==> src/rtl/i2s_pkg.sv <==
// i2s_pkg: constants and transmit FSM encoding shared by the I2S blocks.
package i2s_pkg;

    localparam int I2S_SLOT_WIDTH_DEF = 32;
    localparam int I2S_DATA_WIDTH_DEF = 24;

    localparam logic [1:0] SYNC  = 2'd0;
    localparam logic [1:0] LEFT  = 2'd1;
    localparam logic [1:0] RIGHT = 2'd2;

    typedef enum logic [1:0] {
        ST_SYNC  = SYNC,
        ST_LEFT  = LEFT,
        ST_RIGHT = RIGHT
    } tx_state_e;

endpackage

==> src/rtl/i2s_edge_det.sv <==
// i2s_edge_det: SCLK falling-edge and LRCK slot-boundary detector in the MCLK
// domain. Shared by the transmit and (future) receive controllers.
module i2s_edge_det (
    input  logic clk_in,
    input  logic rst_in,
    input  logic sclk_in,
    input  logic lrck_in,
    output logic sclk_fall_out,
    output logic boundary_out,
    output logic right_out
);

    logic sclk_q;
    logic sclk_d;
    logic lrck_fall_q;
    logic lrck_fall_d;

    // Detect the SCLK fall and compare LRCK with its value at the previous fall.
    always_comb begin
        // NOTE: every output of a combinational block gets a default first so no latch is inferred.
        sclk_d        = sclk_in;
        lrck_fall_d   = lrck_fall_q;
        sclk_fall_out = sclk_q & ~sclk_in;
        boundary_out  = sclk_fall_out & (lrck_in != lrck_fall_q);
        right_out     = lrck_in;
        if (sclk_fall_out) begin
            lrck_fall_d = lrck_in;
        end
    end

    // Edge history registers; lrck_fall_q starts high so a low LRCK opens a left slot.
    always_ff @(posedge clk_in) begin
        // NOTE: sequential state uses non-blocking assignments so all flops update together.
        if (rst_in) begin
            sclk_q      <= 1'b0;
            lrck_fall_q <= 1'b1;
        end else begin
            sclk_q      <= sclk_d;
            lrck_fall_q <= lrck_fall_d;
        end
    end

endmodule

==> src/rtl/i2s_tx_ctrl.sv <==
// i2s_tx_ctrl: Philips I2S transmitter. Buffers one stereo pair and shifts it
// out MSB-first, one SCLK after each LRCK edge (LRCK low = left channel).
// Optional: define I2S_TX_UNDERRUN_CNT_EN to add a saturating underrun counter.
module i2s_tx_ctrl
    import i2s_pkg::*;
#(
    parameter int DATA_WIDTH = I2S_DATA_WIDTH_DEF,
    parameter int SLOT_WIDTH = I2S_SLOT_WIDTH_DEF
) (
    input  logic                      clk_in,
    input  logic                      rst_in,
    input  logic                      lrck_in,
    input  logic                      sclk_in,
    input  logic [2*DATA_WIDTH-1:0]   s_tdata_in,
    input  logic                      s_tvalid_in,
    output logic                      s_tready_out,
    output logic                      sdata_out,
    output logic                      underrun_out
`ifdef I2S_TX_UNDERRUN_CNT_EN
    ,
    output logic [15:0]               underrun_cnt_out
`endif
);

    logic sclk_fall;
    logic boundary;
    logic bnd_right;

    i2s_edge_det u_edge_det (
        .clk_in        (clk_in),
        .rst_in        (rst_in),
        .sclk_in       (sclk_in),
        .lrck_in       (lrck_in),
        .sclk_fall_out (sclk_fall),
        .boundary_out  (boundary),
        .right_out     (bnd_right)
    );

    tx_state_e state_q, state_d;

    logic                  hold_valid_q, hold_valid_d;
    logic [DATA_WIDTH-1:0] hold_left_q,  hold_left_d;
    logic [DATA_WIDTH-1:0] hold_right_q, hold_right_d;
    logic [DATA_WIDTH-1:0] right_buf_q,  right_buf_d;
    logic [SLOT_WIDTH-1:0] shift_q,      shift_d;
    logic                  sdata_q,      sdata_d;
    logic                  underrun_q,   underrun_d;

    logic left_bnd;
    logic right_bnd;
    logic left_load;
    logic right_load;
    logic accept;

    // Place a sample in the top bits of a slot word; the LSB side is zero padding.
    function automatic logic [SLOT_WIDTH-1:0] align_msb(input logic [DATA_WIDTH-1:0] w);
        logic [SLOT_WIDTH-1:0] r;
        r = '0;
        r[SLOT_WIDTH-1 -: DATA_WIDTH] = w;
        return r;
    endfunction

    assign left_bnd  = boundary & ~bnd_right;
    assign right_bnd = boundary &  bnd_right;
    assign accept    = s_tvalid_in & ~hold_valid_q;

    // Slot FSM: wait for the first left boundary, then alternate LEFT/RIGHT.
    always_comb begin
        state_d    = state_q;
        left_load  = 1'b0;
        right_load = 1'b0;
        unique case (state_q)
            ST_SYNC: begin
                if (left_bnd) begin
                    state_d   = ST_LEFT;
                    left_load = 1'b1;
                end
            end
            ST_LEFT: begin
                if (right_bnd) begin
                    state_d    = ST_RIGHT;
                    right_load = 1'b1;
                end
            end
            ST_RIGHT: begin
                if (left_bnd) begin
                    state_d   = ST_LEFT;
                    left_load = 1'b1;
                end
            end
            default: state_d = ST_SYNC;
        endcase
    end

    // Datapath: shift on SCLK falls, load words at boundaries, fill the hold register.
    always_comb begin
        hold_valid_d = hold_valid_q;
        hold_left_d  = hold_left_q;
        hold_right_d = hold_right_q;
        right_buf_d  = right_buf_q;
        shift_d      = shift_q;
        sdata_d      = sdata_q;
        underrun_d   = 1'b0;

        // The boundary fall still emits the old MSB, which delays the new word by one SCLK.
        if (sclk_fall && (state_q != ST_SYNC)) begin
            sdata_d = shift_q[SLOT_WIDTH-1];
            shift_d = shift_q << 1;
        end

        if (left_load) begin
            if (hold_valid_q) begin
                shift_d      = align_msb(hold_left_q);
                right_buf_d  = hold_right_q;
                hold_valid_d = 1'b0;
            end else begin
                shift_d     = '0;
                right_buf_d = '0;
                underrun_d  = 1'b1;
            end
        end

        if (right_load) begin
            shift_d = align_msb(right_buf_q);
        end

        // Only possible while the hold register is empty, so it never collides with a load that empties it.
        if (accept) begin
            hold_valid_d = 1'b1;
            hold_left_d  = s_tdata_in[2*DATA_WIDTH-1:DATA_WIDTH];
            hold_right_d = s_tdata_in[DATA_WIDTH-1:0];
        end
    end

    // State and datapath registers.
    always_ff @(posedge clk_in) begin
        // NOTE: data registers are cleared too, so a reset mid-frame leaves no stale word behind.
        if (rst_in) begin
            state_q      <= ST_SYNC;
            hold_valid_q <= 1'b0;
            hold_left_q  <= '0;
            hold_right_q <= '0;
            right_buf_q  <= '0;
            shift_q      <= '0;
            sdata_q      <= 1'b0;
            underrun_q   <= 1'b0;
        end else begin
            state_q      <= state_d;
            hold_valid_q <= hold_valid_d;
            hold_left_q  <= hold_left_d;
            hold_right_q <= hold_right_d;
            right_buf_q  <= right_buf_d;
            shift_q      <= shift_d;
            sdata_q      <= sdata_d;
            underrun_q   <= underrun_d;
        end
    end

    assign s_tready_out = ~hold_valid_q;
    assign sdata_out    = sdata_q;
    assign underrun_out = underrun_q;

`ifdef I2S_TX_UNDERRUN_CNT_EN
    logic [15:0] underrun_cnt_q, underrun_cnt_d;

    // Saturating count of underrun pulses.
    always_comb begin
        underrun_cnt_d = underrun_cnt_q;
        if (underrun_q && (underrun_cnt_q != 16'hFFFF)) begin
            underrun_cnt_d = underrun_cnt_q + 16'd1;
        end
    end

    // Underrun counter register.
    always_ff @(posedge clk_in) begin
        if (rst_in) begin
            underrun_cnt_q <= '0;
        end else begin
            underrun_cnt_q <= underrun_cnt_d;
        end
    end

    assign underrun_cnt_out = underrun_cnt_q;
`endif

endmodule

==> config.mk <==
export PLATFORM = sky130hd
export DESIGN_NAME = i2s_tx_ctrl
export DESIGN_NICKNAME = d
export VERILOG_FILES = /design/src/rtl/i2s_pkg.sv /design/src/rtl/i2s_edge_det.sv /design/src/rtl/i2s_tx_ctrl.sv
export SDC_FILE = /design/constraint.sdc
export NUM_CORES = 1
export LEC_CHECK = 0
export CAP_MARGIN = 20
export CORE_MARGIN = 5
export CORE_UTILIZATION = 38
export DETAILED_ROUTE_END_ITERATION = 12
export GPL_ROUTABILITY_DRIVEN = 0
export PLACE_DENSITY_LB_ADDON = 0.15
export SETUP_SLACK_MARGIN = 0.3
export SYNTH_ARGS = -nofsm -noshare
export SYNTH_HDL_FRONTEND = slang
export SYNTH_HIERARCHICAL = 1
export SYNTH_SLANG_ARGS = --single-unit
==> constraint.sdc <==
create_clock -name clk_in -period 5.5 [get_ports clk_in]
set_input_delay 0.825 -clock clk_in [delete_from_list [all_inputs] [get_ports clk_in]]
set_output_delay 0.825 -clock clk_in [all_outputs]
set_load 0.02 [all_outputs]
==> impl_metrics.tcl, run 1 <==
set metrics [dict create \
    status "complete, no violations" \
    viasPerCell 5.113 \
    first_global_vias 3089 \
    finish.instance_area_mm2 0.004698 \
    worstSetupStartpointType "input pin" \
    placed_area_mm2 0.004457 \
    synth_cell_type_count 30 \
    synth_area_per_cell_um2 8.373 \
    hold_path.class "reg -> reg" \
    yosys.area_share.simple_pct 20.29 \
    most-common-layout-cells "nand2_1, dfxtp_1, a21oi_1, clkdlybuf4s50_1, nand3_1" \
    drc_errors 0 \
    seqPwrFrac_pct 55.8 \
    final_layout_size_suffix_gt1_share_pct 5.976 \
    htreeDepth 3 \
    io_pins 56 \
    holdBufCountCts 0 \
    synth_nets 517 \
    avgRoutedWirePerCell_um 13.71 \
    final_common_cell "nand2_1" \
    diodes 0 \
    maxSlewHeadroom_pct 26.31 \
    cap_violations 0 \
    first_iter_violations 380 \
    synth_compound_gate_area_share_pct 20.64 \
    cts_buffers 9 \
    cts_tree "built" \
    clock_sinks 103 \
    muxShareOfSynthArea_pct 0.5153 \
    synth-seq-area-share_pct 53.08 \
    initial_core_util_pct 38.32 \
    cp.required_ps 5800 \
    dieWidth_um 111.1 \
    p_total_mw 1.403 \
    routed-via-count 3262 \
    syn_inst 464 \
    worstSetupStartpoint "lrck_in" \
    antenna_left 0 \
    fin_crit_ps 3382 \
    p_int_mw 1.057 \
    max_stage_delay_ps 780 \
    clkLatencyLatePin_ps 370 \
    clockBufferDepth 2 \
    netSwitchingFraction_pct 24.64 \
    arrival_ps 3680 \
    critPathBufInv 2 \
    rows 37 \
    track_usage_pct 14.43 \
    path_cells "clkdlybuf4s50_1 -> xor2_1 -> and2_1 -> or3b_1 -> buf_4 -> nor2_2 -> a222oi_1 -> nor2_1" \
    r2r_setup_slack_ps 2810 \
    yosys_warnings 6 \
    path_depth 8 \
    worstMarginPinSlew_ps 1105 \
    hold_slack_ps 456.7 \
    critPathTopFamily "simple AND/OR/NAND/NOR gates" \
    place_hpwl_um 5323 \
    grt_antenna_before_repair 0 \
    reg2reg_depth 7 \
    tns_ps 0 \
    post_cts_resized 0 \
    routed_wl_um 8744 \
    port_buffers 55 \
    synth_xor_area_share_pct 0.2254 \
    p_comb_share_pct 8.5 \
    grt_max_degree 81 \
    max_freq_mhz 295.7 \
    syn_area_mm2 0.003885 \
    grt-ovfl-total 0 \
    slew_violations 0 \
    nets 550 \
    path_clk_slew_ps 90 \
    power.share.clock_pct 35.7 \
    first_pass_iters 8 \
    die_h_um 111.1 \
    finalSetupViolCount 0 \
    leakagePower_nw 1.579 \
    p_per_area_mw_per_mm2 298.6 \
    p_switching_uw 345.6 \
    grt_pass1_wl_um 14950 \
    synth_fa_ha_area_share_pct 0 \
    dieArea_mm2 0.01235 \
    postCtsSetupRepairBufs 0 \
    post-route-period-util_pct 61.49 \
    synth_top_family_by_area "compound AO/OA/AOI/OAI gates" \
    hold_viol_final 0 \
    end_kind "flip-flop" \
    slowest_stage "nor2_2" \
    syn2layout_area_growth_pct 20.93 \
    path_class "in -> reg" \
    reg2reg_from "u_edge_det/sclk_q$_SDFF_PP0_" \
    ys_ff_latch 103 \
    vdd_drop_max_mv 0.1342 \
    fp.coreArea_mm2 0.01014 \
    critPathCapture "shift_q[8]$_SDFFE_PP0P_" \
    rsz0062_at_grt "false" \
    r2r_end "shift_q[8]$_SDFFE_PP0P_" \
    path_max_fanout 28 \
    clock-skew-final_ps 8.000 \
    cts_root_buf "clkbuf_8" \
]
## tightest hold or removal path, cell delays in order, from the launching register on
cell	delay, ps
dfxtp_1	320
nand2_1	50
a21oi_1	50
## kinds of logic after synthesis
kind of cell | after synthesis
DFF | 103
AOI/OAI and AO/OA | 128
xor gates and xnor gates | 1
and+or+nand+nor | 188
muxes | 2
buffers and inverters | 42
## per-stage QoR
| step | setup slack [ps] | utilization, % | cells |
|---|---|---|---|
| after floorplan | 2959 | - | 464 |
| final | 2118 | 46.34 | 638 |
| after detailed placement | 1729 | 43.96 | 621 |
| after CTS | 2095 | 46.07 | 637 |
| after global routing | 1802 | 46.34 | 638 |
| after global placement | 1815 | 43.96 | 621 |
## per-layer routing
| metal | share of wire, % | GRT usage [%] | vias up |
|---|---|---|---|
| li1 | - | - | 1672 |
| met1 | 48 | 19.80 | 1477 |
| met2 | 44 | 22.69 | 107 |
| met3 | 6.4 | 3.766 | 6 |
| met4 | 0.81 | 3.650 | 0 |
| met5 | 0 | 0 | - |
## cell type report
| type | count | area (um^2) |
|---|---|---|
| clock inverters | 6 | 76.32 |
| multi-input cells | 319 | 1627 |
| fillers | 1012 | 5440 |
| flip-flops and latches | 103 | 2062 |
| repair buffers | 62 | 618.1 |
| inverters | 2 | 7.507 |
| well taps | 136 | 170.2 |
| clock buffers | 10 | 137.6 |
## state kept, by name, summed over array words and instances, names as in the netlist
register,count
hold_valid_q,1
u_edge_det/lrck_fall_q,1
hold_right_q,24
right_buf_q,24
sdata_out,1
hold_left_q,24
state_q,2
shift_q,24
underrun_out,1
u_edge_det/sclk_q,1
## power by group through the flow
stage / combinational, mW / sequential (mW) / clock [mW]
2_1_floorplan: 0.0657 / 0.795 / 0
3_3_place_gp: 0.116 / 0.800 / 0
3_5_place_dp: 0.118 / 0.800 / 0
4_1_cts: 0.118 / 0.783 / 0.516
5_1_grt: 0.134 / 0.786 / 0.549
6_report: 0.120 / 0.782 / 0.501
## cell usage after synthesis
master | number | area share, %
a2111oi_4 | 1 | 0.71
nor3b_2 | 1 | 0.32
nor2b_4 | 1 | 0.35
inv_1 | 2 | 0.19
and3b_1 | 1 | 0.23
clkbuf_1 | 28 | 2.7
nand3_1 | 25 | 3.2
a21boi_0 | 1 | 0.19
o21ai_0 | 3 | 0.39
a21oi_1 | 96 | 12
nor2b_1 | 2 | 0.32
a222oi_1 | 24 | 6.2
a211oi_1 | 1 | 0.19
nand2b_1 | 1 | 0.16
nand2_1 | 144 | 14
dfxtp_1 | 103 | 53
nor2_1 | 7 | 0.68
xor2_1 | 1 | 0.23
and4b_1 | 1 | 0.26
buf_6 | 4 | 1.2
or3b_1 | 1 | 0.23
buf_1 | 1 | 0.097
o211a_4 | 1 | 0.45
nor3_1 | 1 | 0.13
buf_4 | 3 | 0.58
and2_1 | 2 | 0.32
nor2_2 | 1 | 0.16
buf_2 | 4 | 0.52
a31oi_1 | 1 | 0.16
mux2i_1 | 2 | 0.52
## worst min-delay path by stage
stage,endpoint,start,cells past startpoint
2_1_floorplan,right_buf_q[0]$_SDFFE_PP0P_,right_buf_q[0]$_SDFFE_PP0P_,2
3_3_place_gp,right_buf_q[1]$_SDFFE_PP0P_,right_buf_q[1]$_SDFFE_PP0P_,2
3_5_place_dp,right_buf_q[0]$_SDFFE_PP0P_,right_buf_q[0]$_SDFFE_PP0P_,2
4_1_cts,right_buf_q[0]$_SDFFE_PP0P_,right_buf_q[0]$_SDFFE_PP0P_,2
5_1_grt,right_buf_q[22]$_SDFFE_PP0P_,right_buf_q[22]$_SDFFE_PP0P_,2
6_report,right_buf_q[0]$_SDFFE_PP0P_,right_buf_q[0]$_SDFFE_PP0P_,2
(Power assumes the default switching activity.)
==> run 2: changes to the inputs <==
Clock period 5.5 ns to 2.8 ns, I/O delays scaled along.
==> impl_metrics.tcl, run 2 (synthesis results as in run 1) <==
set metrics [dict create \
    status "complete, no violations" \
    p_per_area_mw_per_mm2 566.0 \
    grt_antenna_before_repair 0 \
    diodes 0 \
    maxSlewHeadroom_pct 67.84 \
    highest_layer "met4" \
    met2WireLength_um 3972 \
    min_from "hold_right_q[11]$_SDFFE_PP0P_" \
    final_layout_size_suffix_gt1_share_pct 6.126 \
    cts_root_buf "clkbuf_8" \
    fp.coreArea_mm2 0.01014 \
    r2r_setup_slack_ps 720 \
    p_total_mw 2.680 \
    worstSetupStartpointType "input pin" \
    viasPerCell 5.067 \
    rows 37 \
    grt_max_degree 105 \
    cap_violations 0 \
    worstSetupStartpoint "lrck_in" \
    postCtsSetupRepairBufs 0 \
    die_h_um 111.1 \
    finish.instance_area_mm2 0.004736 \
    rsz0062_at_grt "false" \
    grt_pass1_wl_um 15060 \
    first_iter_violations 345 \
    r2r_end "shift_q[26]$_SDFFE_PP0P_" \
    placed_area_mm2 0.004544 \
    drc_errors 0 \
    initial_core_util_pct 38.32 \
    antenna_left 0 \
    routed_wl_um 8765 \
    fin_cells 642 \
    routed-via-count 3253 \
    finalSetupViolCount 0 \
    most-common-layout-cells "nand2_1, dfxtp_1, a21oi_1, clkdlybuf4s50_1, nand3_1" \
    nFillCells 1010 \
    holdBufCountCts 0 \
    io_pins 56 \
    end_kind "flip-flop" \
    clock_sinks 103 \
    first_pass_iters 10 \
    path_class "in -> reg" \
    track_usage_pct 14.51 \
    syn2layout_area_growth_pct 21.90 \
    reg2reg_from "u_edge_det/lrck_fall_q$_SDFFE_PP1P_" \
    slew_violations 0 \
    dp_cells 626 \
    hold_viol_final 0 \
    path_max_fanout 27 \
    place_ws_ps 146.5 \
    min_to "hold_right_q[11]$_SDFFE_PP0P_" \
    post_cts_resized 0 \
    clkLatencyLatePin_ps 350 \
    cp.required_ps 3080 \
    place_hpwl_um 5453 \
    dr_wl_met3_um 373 \
    cts_buffers 9 \
    dieArea_mm2 0.01235 \
    fin_ws_ps 504.5 \
    clockBufferDepth 2 \
    multiInputGateArea_mm2 0.001627 \
    leakagePower_nw 1.593 \
    htreeDepth 3 \
    nets 554 \
    vdd_drop_max_mv 0.2491 \
    max_freq_mhz 435.6 \
    fin_crit_ps 2296 \
    arrival_ps 2570 \
    dieWidth_um 111.1 \
    routedLengthMet1_um 4349 \
    register_area_mm2 0.002062 \
    port_buffers 55 \
    grt-ovfl-total 0 \
    post-route-period-util_pct 81.98 \
    clock-skew-final_ps 8.850 \
    path_clk_slew_ps 90 \
    first_global_vias 3196 \
    hold_depth 2 \
    hold_path.class "reg -> reg" \
    avgRoutedWirePerCell_um 13.65 \
    tns_ps 0 \
    reg2reg_depth 8 \
    final_common_cell "nand2_1" \
    worstMarginPinSlew_ps 481.4 \
    cts_tree "built" \
]
==> run 2: cell types whose count changed in the layout (fill, tap and decap cells not counted) <==
cell,delta
buf_12,+4
inv_8,-1
buf_4,+1
inv_6,-2
clkinvlp_4,+1
buf_16,-1
clkbuf_1,+3
clkinv_2,+1
clkinv_4,-2
==> run 2: stage by stage <==
step                hold WS (ps)  utilization (%)
global placement           438.8            44.82
floorplan                  431.3                -
finish                     457.8            46.71
detailed placement         446.9            44.82
global route               479.4            46.71
CTS                        459.7            46.71
==> run 2: cell type report <==
class / count / share of cell area, %
Timing Repair Buffer: 66 / 14.32
Tap cell: 136 / 3.593
Clock inverter: 3 / 0.8983
Clock buffer: 13 / 3.144
Inverter: 2 / 0.1585
Multi-Input combinational cell: 319 / 34.35
Sequential cell: 103 / 43.54
==> run 2: routing by layer <==
layer / track usage (%) / vias to the layer above
met3: 2.948 / 4
met1: 19.42 / 1487
met4: 5.272 / 0
li1: - / 1681
met5: 0 / -
met2: 23.22 / 81
==> run 2: report_power, final <==
part / total [mW] / switching (mW) / internal [mW]
clock: 0.902 / 0.464 / 0.438
combinational: 0.241 / 0.124 / 0.117
sequential: 1.54 / 0.0269 / 1.51
==> run 2: how the worst max path moves through the flow <==
stage	endpoint	cells after the start	slack, ps
after floorplan	shift_q[11]$_SDFFE_PP0P_	8	660
after global placement	shift_q[31]$_SDFFE_PP0P_	9	200
after detailed placement	shift_q[12]$_SDFFE_PP0P_	9	150
after CTS	shift_q[12]$_SDFFE_PP0P_	9	510
after global routing	shift_q[15]$_SDFFE_PP0P_	9	400
final	shift_q[26]$_SDFFE_PP0P_	9	500
==> run 2: critical path, stage by stage <==
cell and delay (ps):
clkdlybuf4s50_1 490, xor2_1 140, and2_1 250, or3b_1 420
buf_4 260, nor2_2 170, buf_12 180, a222oi_1 80
a21oi_1 140
